[src/rtl/ecap5_dproc_pkg.sv]
// Shared types and constants for the data-processor memory arbitration logic.
// Provides: arb_state_t (arbiter FSM states), ARB_NUM_MASTERS (master port count).
// No logic; imported by wb_mem_arbiter.
package ecap5_dproc_pkg;

  localparam int ARB_NUM_MASTERS = 2;

  typedef enum logic [1:0] {
    ARB_IDLE   = 2'd0,
    ARB_GRANT0 = 2'd1,
    ARB_GRANT1 = 2'd2
  } arb_state_t;

endpackage

[src/rtl/wb_outstanding_counter.sv]
// Counts accepted-but-unacknowledged Wishbone requests for the current grant.
// Latency: count updates on the edge after inc/dec; full/empty are combinational from count.
// Backpressure: none itself; owner must gate inc with full. dec at zero is ignored.
// Ports: clk, rst (sync, active high), inc, dec, clear -> count, full, empty.
module wb_outstanding_counter #(
  parameter int MAX = 4,
  localparam int CW = $clog2(MAX + 1)
) (
  input  logic          clk,
  input  logic          rst,
  input  logic          inc,
  input  logic          dec,
  input  logic          clear,
  output logic [CW-1:0] count,
  output logic          full,
  output logic          empty
);

  assign full  = (count == CW'(MAX));
  assign empty = (count == '0);

  always_ff @(posedge clk) begin
    if (rst || clear) begin
      count <= '0;
    end else if (inc && !dec) begin
      count <= count + CW'(1);
    end else if (dec && !inc && !empty) begin
      // A stray ack with nothing outstanding must not wrap the count.
      count <= count - CW'(1);
    end
  end

endmodule

[src/rtl/wb_mem_arbiter.sv]
// Shares one pipelined Wishbone B4 slave between instruction fetch (0) and load/store (1).
// Latency: grant one cycle after cyc rises; request/response paths are combinational while granted.
// Backpressure: master stalled by slave stall or when MAX_OUTSTANDING requests are in flight.
// Ports: clk_i, rst_i (sync, active high); m_wb_* master-side bundle (2 lanes);
//        s_wb_* slave-side bundle; timeout_o watchdog pulse.
// Optional: define WB_MEM_ARBITER_TIMEOUT_EN to enable the ack watchdog (TIMEOUT_CYCLES).
module wb_mem_arbiter
  import ecap5_dproc_pkg::*;
#(
  parameter int MAX_OUTSTANDING = 4,
  parameter int TIMEOUT_CYCLES  = 255
) (
  input  logic                             clk_i,
  input  logic                             rst_i,
  input  logic [ARB_NUM_MASTERS-1:0][31:0] m_wb_adr_i,
  input  logic [ARB_NUM_MASTERS-1:0][31:0] m_wb_dat_i,
  output logic [ARB_NUM_MASTERS-1:0][31:0] m_wb_dat_o,
  input  logic [ARB_NUM_MASTERS-1:0]       m_wb_we_i,
  input  logic [ARB_NUM_MASTERS-1:0][3:0]  m_wb_sel_i,
  input  logic [ARB_NUM_MASTERS-1:0]       m_wb_stb_i,
  input  logic [ARB_NUM_MASTERS-1:0]       m_wb_cyc_i,
  output logic [ARB_NUM_MASTERS-1:0]       m_wb_ack_o,
  output logic [ARB_NUM_MASTERS-1:0]       m_wb_stall_o,
  output logic [31:0]                      s_wb_adr_o,
  output logic [31:0]                      s_wb_dat_o,
  input  logic [31:0]                      s_wb_dat_i,
  output logic                             s_wb_we_o,
  output logic [3:0]                       s_wb_sel_o,
  output logic                             s_wb_stb_o,
  output logic                             s_wb_cyc_o,
  input  logic                             s_wb_ack_i,
  input  logic                             s_wb_stall_i,
  output logic                             timeout_o
);

  localparam int CNT_W = $clog2(MAX_OUTSTANDING + 1);

  arb_state_t       state;
  arb_state_t       next_state;
  logic             last_grant;
  logic             next_last;
  logic             granted;
  logic             gnt_idx;
  logic             release_cyc;
  logic [CNT_W-1:0] cnt;
  logic             cnt_full;
  logic             cnt_empty;
  logic             cnt_inc;
  logic             cnt_dec;
  logic             cnt_clear;

  assign granted     = (state == ARB_GRANT0) || (state == ARB_GRANT1);
  assign gnt_idx     = (state == ARB_GRANT1);
  assign release_cyc = granted && !m_wb_cyc_i[gnt_idx];

  // Read data fans out to both lanes; only the granted master sees an ack.
  assign m_wb_dat_o = {ARB_NUM_MASTERS{s_wb_dat_i}};

  assign cnt_inc   = s_wb_stb_o && !s_wb_stall_i;
  assign cnt_dec   = granted && s_wb_ack_i;
  // Aborting the cycle drops all in-flight requests, so late acks land on an empty count.
  assign cnt_clear = !granted || release_cyc || timeout_o;

  wb_outstanding_counter #(
    .MAX (MAX_OUTSTANDING)
  ) u_cnt (
    .clk   (clk_i),
    .rst   (rst_i),
    .inc   (cnt_inc),
    .dec   (cnt_dec),
    .clear (cnt_clear),
    .count (cnt),
    .full  (cnt_full),
    .empty (cnt_empty)
  );

`ifdef WB_MEM_ARBITER_TIMEOUT_EN
  localparam int WD_W = $clog2(TIMEOUT_CYCLES + 1);
  logic [WD_W-1:0] wd_cnt;

  // wd_cnt holds the number of completed ack-less busy cycles, so the pulse
  // lands in the TIMEOUT_CYCLES-th such cycle.
  assign timeout_o = granted && !cnt_empty && !s_wb_ack_i &&
                     (wd_cnt == WD_W'(TIMEOUT_CYCLES - 1));

  always_ff @(posedge clk_i) begin
    if (rst_i || cnt_empty || s_wb_ack_i || timeout_o) begin
      wd_cnt <= '0;
    end else begin
      wd_cnt <= wd_cnt + WD_W'(1);
    end
  end
`else
  logic unused_timeout_cfg;
  assign unused_timeout_cfg = (|TIMEOUT_CYCLES) ^ cnt_empty;
  assign timeout_o          = 1'b0;
`endif

  always_ff @(posedge clk_i) begin
    if (rst_i) begin
      state      <= ARB_IDLE;
      last_grant <= 1'b1;
    end else begin
      state      <= next_state;
      last_grant <= next_last;
    end
  end

  always_comb begin
    next_state   = state;
    next_last    = last_grant;
    s_wb_adr_o   = '0;
    s_wb_dat_o   = '0;
    s_wb_we_o    = 1'b0;
    s_wb_sel_o   = '0;
    s_wb_stb_o   = 1'b0;
    s_wb_cyc_o   = 1'b0;
    m_wb_ack_o   = '0;
    m_wb_stall_o = '1;

    if (granted) begin
      s_wb_adr_o = m_wb_adr_i[gnt_idx];
      s_wb_dat_o = m_wb_dat_i[gnt_idx];
      s_wb_we_o  = m_wb_we_i[gnt_idx];
      s_wb_sel_o = m_wb_sel_i[gnt_idx];
      s_wb_cyc_o = m_wb_cyc_i[gnt_idx];
      s_wb_stb_o = m_wb_stb_i[gnt_idx] && m_wb_cyc_i[gnt_idx] && !cnt_full;
      m_wb_stall_o[gnt_idx] = s_wb_stall_i || cnt_full;
      m_wb_ack_o[gnt_idx]   = s_wb_ack_i && m_wb_cyc_i[gnt_idx];

      // Handover goes straight to the other master when it is waiting.
      if (release_cyc) begin
        if (m_wb_cyc_i[!gnt_idx]) begin
          next_state = gnt_idx ? ARB_GRANT0 : ARB_GRANT1;
          next_last  = !gnt_idx;
        end else begin
          next_state = ARB_IDLE;
        end
      end

`ifdef WB_MEM_ARBITER_TIMEOUT_EN
      if (timeout_o) begin
        next_state = ARB_IDLE;
        next_last  = gnt_idx;
      end
`endif
    end else begin
      if (m_wb_cyc_i[0] && m_wb_cyc_i[1]) begin
        next_state = last_grant ? ARB_GRANT0 : ARB_GRANT1;
        next_last  = !last_grant;
      end else if (m_wb_cyc_i[0]) begin
        next_state = ARB_GRANT0;
        next_last  = 1'b0;
      end else if (m_wb_cyc_i[1]) begin
        next_state = ARB_GRANT1;
        next_last  = 1'b1;
      end else begin
        next_state = ARB_IDLE;
      end
    end
  end

endmodule

[config.mk]
export PLATFORM = sky130hd
export DESIGN_NAME = wb_mem_arbiter
export DESIGN_NICKNAME = d
export VERILOG_FILES = /design/src/rtl/ecap5_dproc_pkg.sv /design/src/rtl/wb_outstanding_counter.sv /design/src/rtl/wb_mem_arbiter.sv
export SDC_FILE = /design/constraint.sdc
export NUM_CORES = 1
export LEC_CHECK = 0
export CORE_AREA = 5 5 121 123
export DETAILED_ROUTE_END_ITERATION = 10
export DIE_AREA = 0 0 126 128
export PLACE_DENSITY = 0.54
export SYNTH_ARGS = -nofsm -noshare
export SYNTH_HDL_FRONTEND = slang
export SYNTH_HIERARCHICAL = 1
export SYNTH_SLANG_ARGS = --single-unit
[constraint.sdc]
create_clock -name clk_i -period 7.3 [get_ports clk_i]
set_input_delay 1.46 -clock clk_i [delete_from_list [all_inputs] [get_ports clk_i]]
set_output_delay 1.46 -clock clk_i [all_outputs]
set_load 0.005 [all_outputs]
==> impl_metrics.ini <==
[job]
cap_violations = 0

[cts]
postCtsSetupBuffers = 0
cts_buffers = 3
cts-root-buf = clkbuf_16
htreeDepth = 1
cts_hold_buf = 0
cts_tree = built
clk_pin_slew_ns = 0.03
post_cts_resized = 0
cts_sinks = 6
clock_latency_ns = 0.23
clockBufferDepth = 2

[synth]
synth_seq_cells = 6
ys_types = 40
synth_top_cell_area_share_pct = 35.8
synth_top_area_cell = mux2i_1
synth_nets = 465
yosysSeqAreaShare_pct = 5.88
ys_warn_count = 6
syn_inst = 284
avgSynthCellArea_um2 = 7.19
synth.area.top_cells = mux2i_1 (36%), buf_4 (24%), nor2_1 (13%), dfxtp_1 (5.9%), buf_2 (2.7%)
syn-cell-area_um2 = 2040

[die]
core_area_um2 = 13600
dieArea_um2 = 16100
std_cell_rows = 43
die_h_um = 128
start_util_pct = 15.1
die_w_um = 126
io_pins = 318

[min_path]
hold_path.class = reg2reg

[grt]
gr-total-overflow = 0
grt_max_degree = 80
antenna_found_initial = 0
grt.total_usage_pct = 9.88
grt_pass1_wl_um = 13100
first_global_vias = 2501

[layout]
drive_gt1_share_pct = 3.04
nNetsFinal = 610
syn2layout_area_growth_pct = 96.0
n_fill_cell = 1486
insertedDiodeCount = 0

[critical_path]
endpoint_kind = primary output
required_ns = 5.84
worst_setup_path_start_kind = primary input
crit_type = in2out
crit_fanout = 8
cp.arrival_ns = 3.18

[run_status]
outcome = finished clean

[timing]
slew_headroom_pct = 47.2
tightest_slew_ns = 0.792
min_period_over_period_pct = 63.5
final-hold-violation-count = 0
rsz0062_at_grt = false
finalSetupViolCount = 0
fmax_ghz = 0.216
fin_crit_ns = 4.64
tns_ns = 0
whs_ns = 0.474
fin_worst_skew_ns = 0.00337
maxSlewViolCount = 0

[placed_design]
place_hpwl_um = 7430
port_buffers = 220
gp_congestion = 0.852

[power_and_ir_drop]
power.leakage_nw = 1.43
power.density_nw_per_um2 = 243
max-vdd-ir-drop_uv = 148

[detailed_routing]
wl_um = 8990
route.vias.total = 2367
wire_per_inst_um = 14.8
drtPass1Iterations = 4
final_antenna_net_count = 0
drtIter0Drc = 76
drc = 0
avgViaCountPerCell = 3.90
[layer usage]
| layer | routed length [um] | GRT usage (%) | up-vias | share of wire, % |
|---|---|---|---|---|
| li1 | - | - | 1168 | - |
| met1 | 3320 | 10.6 | 1027 | 37 |
| met2 | 4640 | 18.6 | 164 | 52 |
| met3 | 977 | 3.96 | 8 | 11 |
| met4 | 55 | 1.58 | 0 | 0.61 |
| met5 | 0 | 0 | - | 0 |
[final timing paths]
check                        start  cells after the start                          end  slack, ns
max                  m_wb_cyc_i[0]                      6                   s_wb_stb_o       2.66
min          state[0]$_SDFFE_PP0P_                      2        state[0]$_SDFFE_PP0P_       0.47
max reg2reg  state[0]$_SDFFE_PP0P_                      9  u_cnt/count[2]$_SDFFE_PP0P_       4.30
min reg2reg  state[0]$_SDFFE_PP0P_                      2        state[0]$_SDFFE_PP0P_       0.47
[cell type report]
| type | count | area (um2) | share of cell area [%] |
|---|---|---|---|
| Timing Repair Buffer | 222 | 2220 | 55.4 |
| Multi-Input combinational cell | 189 | 1340 | 33.4 |
| Tap cell | 180 | 225 | 5.63 |
| Sequential cell | 6 | 120 | 3.00 |
| Clock buffer | 3 | 75.1 | 1.88 |
| Inverter | 7 | 26.3 | 0.657 |
[cell families after synthesis]
group	count (synthesis)	share of synthesized area (%)
AO/OA/AOI/OAI	13	4.72
adder cells (fa/ha/maj)	3	2.21
buffers and inverters	89	29.3
flip-flops	6	5.88
multiplexers	74	36.5
other	1	0.184
AND/OR/NAND/NOR	98	21.1
[worst max-delay path, stage by stage]
cell             delay, ns
clkdlybuf4s50_1       0.59
mux2i_1               0.15
nor2_2                0.17
inv_2                 0.08
nor3_1                0.18
clkdlybuf4s50_1       0.53
[synth_stat cells (all sizes together)]
cell type,n
a41o,1
conb,1
nand2,6
and4bb,1
inv,7
nand2b,2
or2,1
nand3,1
o31ai,1
and3,2
or3,1
a21oi,2
fa,1
nor3b,1
mux2i,73
and3b,2
buf,78
clkbuf,4
nor4b,1
o21ai,3
o221ai,1
nor2,74
and2,1
o21a,1
dfxtp,6
nor4,1
mux2,1
nor2b,2
a221o,1
a211oi,2
ha,2
o41ai,1
nor3,2
[metrics by stage]
step | std cells | instance area, um2 | total power, mW | setup slack, ns | utilization [%]
after detailed placement | 604 | 3930 | 0.903 | 2.65 | 29.0
final | 607 | 4000 | 0.972 | 2.66 | 29.5
after global placement | 604 | 3930 | 0.896 | 2.71 | 29.0
after global routing | 607 | 4000 | 1.05 | 2.57 | 29.5
after CTS | 607 | 4000 | 0.996 | 2.67 | 29.5
after floorplan | 284 | 2040 | 0.461 | 3.89 | -
[flip-flops by register name, summed over array words and instances (netlist names)]
signal / count
state: 2
last_grant: 1
u_cnt/count: 3
[where the power goes]
group | internal, mW | leakage (nW) | switching, mW | total, mW
logic | 0.485 | 1.35 | 0.353 | 0.838
clock network | 0.0704 | 0.0370 | 0.0189 | 0.0893
registers | 0.0396 | 0.0490 | 0.00525 | 0.0448
[placed cells by master (no fill, tap or decap), types with 2 or more instances in the layout]
master	instances
nor2b_1	2
and3_1	2
nand2b_1	2
clkbuf_16	3
mux2i_1	73
nor2_1	73
clkdlybuf4s50_1	220
buf_4	2
and3b_1	2
dfxtp_1	6
inv_1	6
o21ai_0	3
a211oi_1	2
nand2_1	6
(Power assumes the default switching activity.)
